===== config.mk =====
export PLATFORM = sky130hd
export DESIGN_NAME = mux_sel_arbiter
export DESIGN_NICKNAME = d
export VERILOG_FILES = /design/src/rtl/mux_sel_arbiter.sv
export SDC_FILE = /design/constraint.sdc
export NUM_CORES = 1
export LEC_CHECK = 0
export CAP_MARGIN = 5
export CORE_UTILIZATION = 40
export CTS_BUF_LIST = sky130_fd_sc_hd__clkbuf_4
export DETAILED_ROUTE_END_ITERATION = 10
export GPL_TIMING_DRIVEN = 0
export PLACE_DENSITY = 0.62
export SYNTH_ARGS = -nofsm -noshare
export SYNTH_HDL_FRONTEND = slang
export SYNTH_SLANG_ARGS = --single-unit

===== constraint.sdc =====
create_clock -name clk -period 3.5 [get_ports clk]
set_input_delay 0.7 -clock clk [delete_from_list [all_inputs] [get_ports clk]]
set_output_delay 0.7 -clock clk [all_outputs]
set_load 0.03 [all_outputs]

===== src/rtl/mux_sel_arbiter.sv =====
// ---------------------------------------------------------------------------
// mux_sel_arbiter
//
// Purpose:
//   Round-robin arbiter that produces a registered, glitch-free select for a
//   downstream 4:1 mux. A grant is held until the owner signals done, the
//   owner withdraws its request, or the grant has lasted HOLD_MAX cycles.
//   Every grant is followed by one RELEASE cycle and one IDLE cycle, so the
//   select never changes while any grant is asserted.
//
// Parameters:
//   HOLD_MAX  - maximum number of cycles a single grant is held (1..255)
//
// Ports:
//   clk       - clock, all state updates on the rising edge
//   reset     - asynchronous, active-high reset
//   req[3:0]  - per-channel request, bit i asks for sel = i
//   done      - current owner finished, only looked at while granting
//   sel[1:0]  - registered mux select, changes only on IDLE->GRANT
//   grant[3:0]- registered one-hot grant, zero outside GRANT
//   busy      - registered, high exactly while in GRANT
//   timeout   - registered one-cycle pulse when a grant hit HOLD_MAX
// ---------------------------------------------------------------------------
module mux_sel_arbiter #(
    parameter int HOLD_MAX = 15
) (
    input  logic       clk,
    input  logic       reset,
    input  logic [3:0] req,
    input  logic       done,
    output logic [1:0] sel,
    output logic [3:0] grant,
    output logic       busy,
    output logic       timeout
);

    typedef enum logic [1:0] {
        IDLE    = 2'd0,
        GRANT   = 2'd1,
        RELEASE = 2'd2
    } state_t;

    // hold_cnt counts completed grant cycles from 0, so the grant is cut
    // when it reads HOLD_MAX-1 at the end of the HOLD_MAX-th cycle.
    localparam logic [7:0] HOLD_LAST = 8'(HOLD_MAX - 1);

    state_t     state_q, state_d;
    logic [1:0] sel_q, sel_d;
    logic [3:0] grant_q, grant_d;
    logic       busy_q, busy_d;
    logic       timeout_q, timeout_d;
    logic [7:0] hold_cnt_q, hold_cnt_d;
    logic [1:0] last_q, last_d;

    logic [1:0] winner;
    logic       winner_found;
    logic [1:0] cand;

    // Round-robin search starting just after the previous winner: last+1,
    // last+2, last+3 and finally last itself. The 2-bit add wraps mod 4.
    always_comb begin
        winner       = 2'd0;
        winner_found = 1'b0;
        cand         = 2'd0;
        for (int i = 1; i <= 4; i++) begin
            cand = last_q + 2'(i);
            if (!winner_found && req[cand]) begin
                winner       = cand;
                winner_found = 1'b1;
            end
        end
    end

    // Next-state and registered-output logic. grant/busy/timeout default to
    // zero so that only GRANT (and the first RELEASE cycle for timeout)
    // ever drives them high; sel and last hold unless explicitly loaded.
    always_comb begin
        state_d    = state_q;
        sel_d      = sel_q;
        grant_d    = 4'b0000;
        busy_d     = 1'b0;
        timeout_d  = 1'b0;
        hold_cnt_d = hold_cnt_q;
        last_d     = last_q;

        unique case (state_q)
            IDLE: begin
                if (winner_found) begin
                    state_d    = GRANT;
                    sel_d      = winner;
                    grant_d    = 4'b0001 << winner;
                    busy_d     = 1'b1;
                    hold_cnt_d = 8'd0;
                end
            end

            GRANT: begin
                if (hold_cnt_q != 8'hFF) begin
                    hold_cnt_d = hold_cnt_q + 8'd1;
                end
                // done beats withdrawal beats the hold limit; only a pure
                // limit expiry produces the timeout pulse.
                if (done) begin
                    state_d = RELEASE;
                end else if (!req[sel_q]) begin
                    state_d = RELEASE;
                end else if (hold_cnt_q == HOLD_LAST) begin
                    state_d   = RELEASE;
                    timeout_d = 1'b1;
                end else begin
                    grant_d = grant_q;
                    busy_d  = 1'b1;
                end
            end

            RELEASE: begin
                last_d  = sel_q;
                state_d = IDLE;
            end

            default: begin
                state_d = IDLE;
            end
        endcase
    end

    // State register with asynchronous reset. last resets to 3 so that
    // channel 0 is first in line after reset.
    always_ff @(posedge clk or posedge reset) begin
        if (reset) begin
            state_q    <= IDLE;
            sel_q      <= 2'b00;
            grant_q    <= 4'b0000;
            busy_q     <= 1'b0;
            timeout_q  <= 1'b0;
            hold_cnt_q <= 8'd0;
            last_q     <= 2'd3;
        end else begin
            state_q    <= state_d;
            sel_q      <= sel_d;
            grant_q    <= grant_d;
            busy_q     <= busy_d;
            timeout_q  <= timeout_d;
            hold_cnt_q <= hold_cnt_d;
            last_q     <= last_d;
        end
    end

    assign sel     = sel_q;
    assign grant   = grant_q;
    assign busy    = busy_q;
    assign timeout = timeout_q;

endmodule

==> results.tsv, run 1 <==
metric	value	unit
status	complete, no violations	
r2r_start	hold_cnt_q[0]	
placed_cells	147	
p_switching	0.399	mW
synth.largest_area_cell	dfrtp_1	
cp.arrival	2.44	ns
ctsResizeCount	0	
track_usage	0.189	
placed_cell_area	0.00127	sq mm
wirelength	2260	um
critPathLaunchType	primary input	
drv_slew	0	
drc	0	
max-slew-margin-rel	0.507	
min_period	2.23	ns
cts_sinks	20	
path_clk_slew	0.12	ns
synth_edf_count	0	
antenna_cells	0	
layout_worst_path_cycle_share	0.637	
yosysWarnings	0	
synth.avg_cell_area	10.6	sq um
async_flop_share	1.00	
syn_inst	103	
tritoncts	done	
slowest_delay	0.49	ns
p_int	0.554	mW
cts_setup_buffers	0	
nets	131	
finClkSkew	0.00825	ns
dp_worst_setup_slack	0.947	ns
drt-pass1-iter-count	6	
setup_violations	0	
hold_buffers	0	
num_rows	18	
initial_utilization	0.434	
synth_seq_cells	20	
hold_ws	0.517	ns
worst-endpoint-required	3.71	ns
die_y	54.3	um
final_core_util	0.515	
ff2ff_path_depth	6	
reg2reg_slack	1.56	ns
stdcell_count	151	
vdd_drop_max	0.548	mV
final_cell_area	0.00130	sq mm
endpoint_kind	flop	
vias	890	
grt_pass1_wl	3900	um
hold_viol_final	0	
hold_start	grant[1]	
final_antenna_net_count	0	
min_path_type	flop to flop	
synthTopCellsByArea	dfrtp_1 (41%), dfstp_2 (4.8%), o31ai_1 (3.4%)	
place_congestion	0.858	
dp_hpwl	1590	um
antenna_found_initial	0	
worstSkewPairLatency	0.30	ns
worst_pin_slew	0.738	ns
cellLeakagePower	0.531	nW
fin_setup_tns	0	ns
timing.fmax	448	MHz
gr-total-overflow	0	
power_frac_comb	0.476	
p_clk_frac	0.119	
critical_path_class	primary input to flop	
drive_gt1_frac	0.140	
multiInputGateArea	558	sq um
dieArea	0.00295	sq mm
cts_made_buffers	3	
synth_top_area_share	0.411	
pwr-share-seq	0.404	
htree_levels	1	
wl_per_cell	15.0	um
min_to	grant[1]	
power	0.953	mW
grt_pass1_vias	817	
yosysSeqAreaShare	0.459	
powerDensity	734	mW/mm^2
synth_flop_cell	dfrtp_1	
clockBufferDepth	2	
seqCellArea	503	sq um
rsz0062_at_grt	no	
crit_chain	clkdlybuf4s50_1 > nor4_2 > or3_2 > clkbuf_1 > nor2_1 > a22o_1	
hold_path_depth	1	
cts_root_buf	clkbuf_4	
grt_max_degree	21	
setup_ws	1.27	ns
portBuffers	14	
cp_top_family	simple AND/OR/NAND/NOR gates	
io_pins	15	
area_delta_synth_final	18.6	%
cp_max_fo	6	
drt_iter0_drc	17	
r2r_end	state_q[0]	
viasPerCell	5.89	
synth_nets	112	
sw_frac_of_total	0.419	
synth_cell_types	41	
core	0.00252	sq mm
synth_area	0.00109	sq mm
die_w	54.3	um
critPathBufInv	2	
maxCapViolCount	0	
fillCellCount	243	
cp_slowest_cell	clkdlybuf4s50_1	
-- sequential cells by signal, indices dropped and copies added, names as in the netlist --
signal      flops
hold_cnt_q      8
state_q         2
grant           4
busy            1
sel             2
last_q          2
timeout         1
-- power groups by stage --
stage                     registers [mW]  clock network [mW]  logic, mW
after global placement             0.383                   0      0.452
after global routing               0.397               0.127      0.500
after detailed placement           0.387                   0      0.453
after floorplan                    0.434                   0      0.256
after CTS                          0.383               0.119      0.459
final                              0.385               0.114      0.454
-- placed cells by master, fill, tap and decap left out, drive strengths merged, types with 2 or more instances in the layout --
cell type and count:
nand2 6, nand4 3, ha 2, or4 4, mux2i 3, dfrtp 18
nand3 4, clkbuf 5, nand2b 5, a21oi 7, nor2b 2, inv 4
nor2 4, o31ai 5, mux2 3, or2 3, a21o 2, nor4 3
nor3 4, dfstp 2, clkdlybuf4s50 14
-- routing by layer --
layer / track usage / part of all wire
met1: 0.285 / 0.50
met2: 0.268 / 0.45
met3: 0.0333 / 0.045
met4: 0.0641 / 0
met5: 0 / 0
-- synthesized netlist by cell type, types with 3 or more instances --
library cell  number
a21oi_1            7
dfrtp_1           18
inv_1              3
mux2_2             3
mux2i_1            3
nand2_1            6
nand2b_1           5
nand3_1            4
nand4_1            3
nor2_1             4
o31ai_1            5
or4_1              4
-- logic make-up (layout without fill, tap and decap cells) --
| logic type | count (synthesis) | count (layout) | share of synthesized area |
|---|---|---|---|
| mux | 7 | 7 | 0.0823 |
| buf+inv | 7 | 25 | 0.0309 |
| flops | 20 | 20 | 0.459 |
| compound gates | 22 | 22 | 0.138 |
| fa+ha+maj | 2 | 2 | 0.0229 |
| simple gates | 45 | 45 | 0.266 |
-- cell type report --
cell class,instances,area share
Clock inverter,1,0.00289
Multi-Input combinational cell,76,0.430
Buffer,3,0.0145
Timing Repair Buffer,14,0.108
Clock buffer,3,0.0173
Sequential cell,20,0.387
Inverter,4,0.0116
Tap cell,30,0.0289
-- worst max path at each step --
stage            from       endpoint  slack, ns  depth (start not counted)
2_1_floorplan  req[1]  hold_cnt_q[6]       1.65                          4
3_3_place_gp   req[1]       grant[3]       0.95                          6
3_5_place_dp   req[1]       grant[3]       0.95                          6
4_1_cts        req[1]       grant[3]       1.26                          6
5_1_grt        req[1]       grant[3]       1.12                          6
6_report       req[1]       grant[3]       1.27                          6
(Power assumes the default switching activity.)
==> run 2, diff against run 1 <==
--- a/config.mk
+++ b/config.mk
@@ -10,7 +10,7 @@
 export CTS_BUF_LIST = sky130_fd_sc_hd__clkbuf_4
 export DETAILED_ROUTE_END_ITERATION = 10
 export GPL_TIMING_DRIVEN = 0
-export PLACE_DENSITY = 0.62
+export PLACE_DENSITY = 0.65
 export SYNTH_ARGS = -nofsm -noshare
 export SYNTH_HDL_FRONTEND = slang
 export SYNTH_SLANG_ARGS = --single-unit
==> constraint.sdc (replaced) <==
create_clock -name clk -period 1.9 [get_ports clk]
set_input_delay 0.38 -clock clk [delete_from_list [all_inputs] [get_ports clk]]
set_output_delay 0.38 -clock clk [all_outputs]
set_load 0.03 [all_outputs]
==> run 2 against run 1 <==
Cell area up 3.1%; die area unchanged; via count down 1.8%; critical path depth unchanged; clock power up 100%; hold slack worse by 0.023 ns; combinational power up 86%; first-iteration DRC count down 29%; cell count unchanged; global-route usage up 0.050 points; routed wire length up 3.2%.
==> results.tsv, run 2 (synthesis results as in run 1) <==
metric	value	unit
p_int	1.04	mW
min_path_type	primary input to asynchronous set/reset pin	
powerDensity	1330	mW/mm^2
tritoncts	done	
core	0.00252	sq mm
rsz0062_at_grt	yes	
cts_made_buffers	3	
power_frac_comb	0.474	
dp_worst_setup_slack	-0.357	ns
placed_cells	147	
worst-endpoint-required	2.10	ns
die_w	54.3	um
io_pins	15	
p_clk_frac	0.129	
dieArea	0.00295	sq mm
nets	131	
hold_viol_final	0	
ff2ff_path_depth	6	
antenna_cells	0	
drive_gt1_frac	0.182	
area_delta_synth_final	22.3	%
grt_pass1_vias	875	
stdcell_count	151	
max-slew-margin-rel	0.487	
fillCellCount	223	
wl_per_cell	15.5	um
mostFrequentLayoutCell	dfrtp_1	
vdd_drop_max	0.873	mV
track_usage	0.190	
status	complete, no violations	
drt_iter0_drc	12	
worst_pin_slew	0.769	ns
setup_violations	0	
wirelength	2330	um
setup_ws	0.0676	ns
vias	874	
placed_cell_area	0.00127	sq mm
cp_max_fo	7	
place_congestion	0.872	
path_clk_slew	0.12	ns
largest_reg_flops	8	
antenna_found_initial	0	
crit_chain	inv_1 > ha_1 > or3b_1 > nor4_4 > nor3_2 > or2_2	
worstSkewPairLatency	0.31	ns
cellLeakagePower	0.554	nW
htree_levels	1	
portBuffers	14	
critPathLaunchType	flop	
viasPerCell	5.79	
pwr-share-seq	0.397	
final_cell_mix	dfrtp_1 (17), clkdlybuf4s50_1 (14), a21oi_1 (7)	
finClkSkew	0.00785	ns
gr-total-overflow	0	
min_period	1.83	ns
p_switching	0.743	mW
cts_sinks	20	
grt_max_degree	21	
r2r_end	state_q[0]	
layout_worst_path_cycle_share	0.964	
timing.fmax	546	MHz
reg2reg_slack	0.07	ns
slowest_delay	0.48	ns
critical_path_class	flop to flop	
die_y	54.3	um
final_core_util	0.531	
r2r_start	hold_cnt_q[0]	
clockBufferDepth	2	
grt_pass1_wl	3950	um
maxCapViolCount	0	
dp_hpwl	1650	um
largest-register	hold_cnt_q	
setup.worst_path.start	hold_cnt_q[0]	
drv_slew	0	
final_antenna_net_count	0	
sw_frac_of_total	0.417	
cp-endpoint	state_q[0]	
cts_root_buf	clkbuf_4	
final_cell_area	0.00134	sq mm
cp.arrival	2.03	ns
initial_utilization	0.434	
fin_setup_tns	0	ns
endpoint_kind	flop	
drc	0	
drt-pass1-iter-count	5	
cp_slowest_cell	dfrtp_2	
num_rows	18	
run 2: layer usage:
metal	global-route usage	vias up	wire [um]
met2	0.289	21	1080
met5	0	-	0
met3	0.0361	3	93
met1	0.260	423	1150
met4	0.0812	0	19
li1	-	427	-
run 2: worst min path at each step:
stage,start,endpoint,slack (ns)
2_1_floorplan,reset,busy,0.34
4_1_cts,reset,hold_cnt_q[3],0.52
6_report,reset,hold_cnt_q[3],0.49
3_3_place_gp,grant[0],grant[0],0.47
5_1_grt,grant[0],grant[0],0.55
3_5_place_dp,grant[1],grant[1],0.49
run 2: critical path, delay by kind of cell, from the launching register on:
kind	cells	cell delay, ns
and+or+nand+nor	4	1.00
DFF	1	0.48
adders and majority gates	1	0.14
buffers and inverters	1	0.10
run 2: cell type report:
| cell class | instances | area (sq um) | area share |
|---|---|---|---|
| timing repair buffer | 15 | 148 | 0.110 |
| inverter | 4 | 15.0 | 0.0112 |
| buffer | 2 | 15.0 | 0.0112 |
| tap | 30 | 37.5 | 0.0280 |
| multi-input combinational | 76 | 589 | 0.440 |
| sequential | 20 | 504 | 0.377 |
| clock buffer | 4 | 30.0 | 0.0224 |
run 2: repair_timing:
action / in CTS / in global routing
buffers inserted: 0 / 1
endpoints found under the setup margin: 4 / 8
gates resized for setup: 4 / 2
pin swaps: 0 / 0
hold buffers: 0 / 0
run 2: metrics by stage:
stage / power (mW) / hold WS, ns
after floorplan: 1.27 / 0.342
final: 1.78 / 0.494
after CTS: 1.80 / 0.517
after global placement: 1.53 / 0.475
after global routing: 1.89 / 0.547
after detailed placement: 1.55 / 0.486
run 2: power groups by stage:
stage	combinational, mW	sequential (mW)	clock [mW]
after floorplan	0.472	0.800	0
after global placement	0.828	0.702	0
after detailed placement	0.839	0.715	0
after CTS	0.858	0.709	0.236
after global routing	0.911	0.733	0.250
final	0.845	0.709	0.230
==> run 3, diff against run 2 <==
--- a/config.mk
+++ b/config.mk
@@ -6,11 +6,13 @@
 export NUM_CORES = 1
 export LEC_CHECK = 0
 export CAP_MARGIN = 5
+export CORE_ASPECT_RATIO = 0.5
 export CORE_UTILIZATION = 40
 export CTS_BUF_LIST = sky130_fd_sc_hd__clkbuf_4
 export DETAILED_ROUTE_END_ITERATION = 10
 export GPL_TIMING_DRIVEN = 0
 export PLACE_DENSITY = 0.65
+export SKIP_CTS_REPAIR_TIMING = 1
 export SYNTH_ARGS = -nofsm -noshare
 export SYNTH_HDL_FRONTEND = slang
 export SYNTH_SLANG_ARGS = --single-unit
==> run 3 against run 2 <==
Routed wire length decreased by 0.77%; register-to-register slack about the same; cell count increased by 5.3%; critical endpoint unchanged; largest power group unchanged.
==> results.tsv, run 3 (synthesis results as in run 1) <==
metric	value	unit
critPathBufInv	2	
drt-pass1-iter-count	4	
gr-total-overflow	0	
viasPerCell	5.61	
cp-endpoint	state_q[0]	
setup_ws	0.0529	ns
initial_utilization	0.456	
cts_made_buffers	3	
status	complete, no violations	
place_congestion	0.773	
drt_iter0_drc	76	
area_delta_synth_final	25.6	%
dp_worst_setup_slack	-0.342	ns
antenna_found_initial	0	
final_cell_mix	dfrtp_1 (17), clkdlybuf4s50_1 (14), a21oi_1 (7)	
cts_root_buf	clkbuf_4	
cp.depth	7	
r2r_end	state_q[0]	
slowest_delay	0.44	ns
worst_pin_slew	0.783	ns
cp_max_fo	5	
min_period	1.85	ns
max-slew-margin-rel	0.477	
cts_sinks	20	
die_y	39.0	um
r2r_start	hold_cnt_q[0]	
maxCapViolCount	0	
drc	0	
grt_pass1_wl	3820	um
wl_per_cell	14.6	um
setup_violations	0	
dieArea	0.00296	sq mm
num_rows	12	
final_core_util	0.572	
largest-register	hold_cnt_q	
cellLeakagePower	0.566	nW
rsz0062_at_grt	no	
io_pins	15	
path_clk_slew	0.11	ns
portBuffers	14	
crit_chain	inv_1 > ha_1 > or3b_4 > nor4_4 > buf_4 > nor3_4 > or2_2	
cp_slowest_cell	dfrtp_2	
drv_slew	0	
worst-endpoint-required	2.10	ns
timing.fmax	541	MHz
ff2ff_path_depth	7	
powerDensity	1300	mW/mm^2
track_usage	0.175	
vias	892	
critPathLaunchType	flop	
largest_reg_flops	8	
mostFrequentLayoutCell	dfrtp_1	
min_path_type	primary input to asynchronous set/reset pin	
critical_path_class	flop to flop	
wirelength	2320	um
antenna_cells	0	
cp.arrival	2.05	ns
hold_viol_final	0	
layout_worst_path_cycle_share	0.972	
dp_hpwl	1550	um
die_w	76.0	um
htree_levels	1	
cp_top_family	simple AND/OR/NAND/NOR gates	
hold_ws	0.503	ns
drive_gt1_frac	0.202	
tritoncts	done	
final_antenna_net_count	0	
finClkSkew	0.00156	ns
grt_max_degree	21	
endpoint_kind	flop	
grt_pass1_vias	783	
setup.worst_path.start	hold_cnt_q[0]	
nets	134	
reg2reg_slack	0.05	ns
vdd_drop_max	0.842	mV
core	0.00240	sq mm
clockBufferDepth	2	
worstSkewPairLatency	0.30	ns
fin_setup_tns	0	ns
-- run 3: cell count changes in the layout (fill, tap and decap cells not counted) --
cell / delta
clkinv_1: +1
clkbuf_4: -1
buf_4: +2
nor3_4: +1
or3b_1: -1
or3b_4: +1
-- run 3: worst min path at each step --
stage                          end  depth (start not counted)
after global placement    grant[1]                          1
final                         busy                          2
after detailed placement  grant[0]                          1
after floorplan               busy                          1
after global routing      grant[0]                          1
after CTS                 grant[1]                          1
-- run 3: final cells by class --
class | count | area (sq um)
plain buffers | 2 | 15.0
clock buffers | 3 | 22.5
clock inverters | 1 | 3.75
fillers | 209 | 1030
inverters | 4 | 15.0
multi-input cells | 77 | 608
flip-flops and latches | 20 | 504
well taps | 35 | 43.8
repair buffers | 17 | 163
-- run 3: through the flow --
step / cell area (sq um) / cells / power (mW)
6_report: 1380 / 159 / 1.79
5_1_grt: 1380 / 159 / 1.92
4_1_cts: 1310 / 156 / 1.76
3_5_place_dp: 1280 / 152 / 1.54
3_3_place_gp: 1280 / 152 / 1.53
2_1_floorplan: 1090 / 103 / 1.27
-- run 3: metal layers --
metal	track usage	part of all wire	up-vias
met3	0.0565	0.044	0
met1	0.234	0.51	433
met2	0.286	0.44	19
li1	-	-	440
met5	0	0	-
met4	0.0337	0	0
-- run 3: report_power, final --
group	internal [mW]	switching, mW	leakage (nW)
clock network	0.0767	0.136	0.0154
registers	0.572	0.118	0.258
logic	0.401	0.489	0.293
total	1.05	0.744	0.566
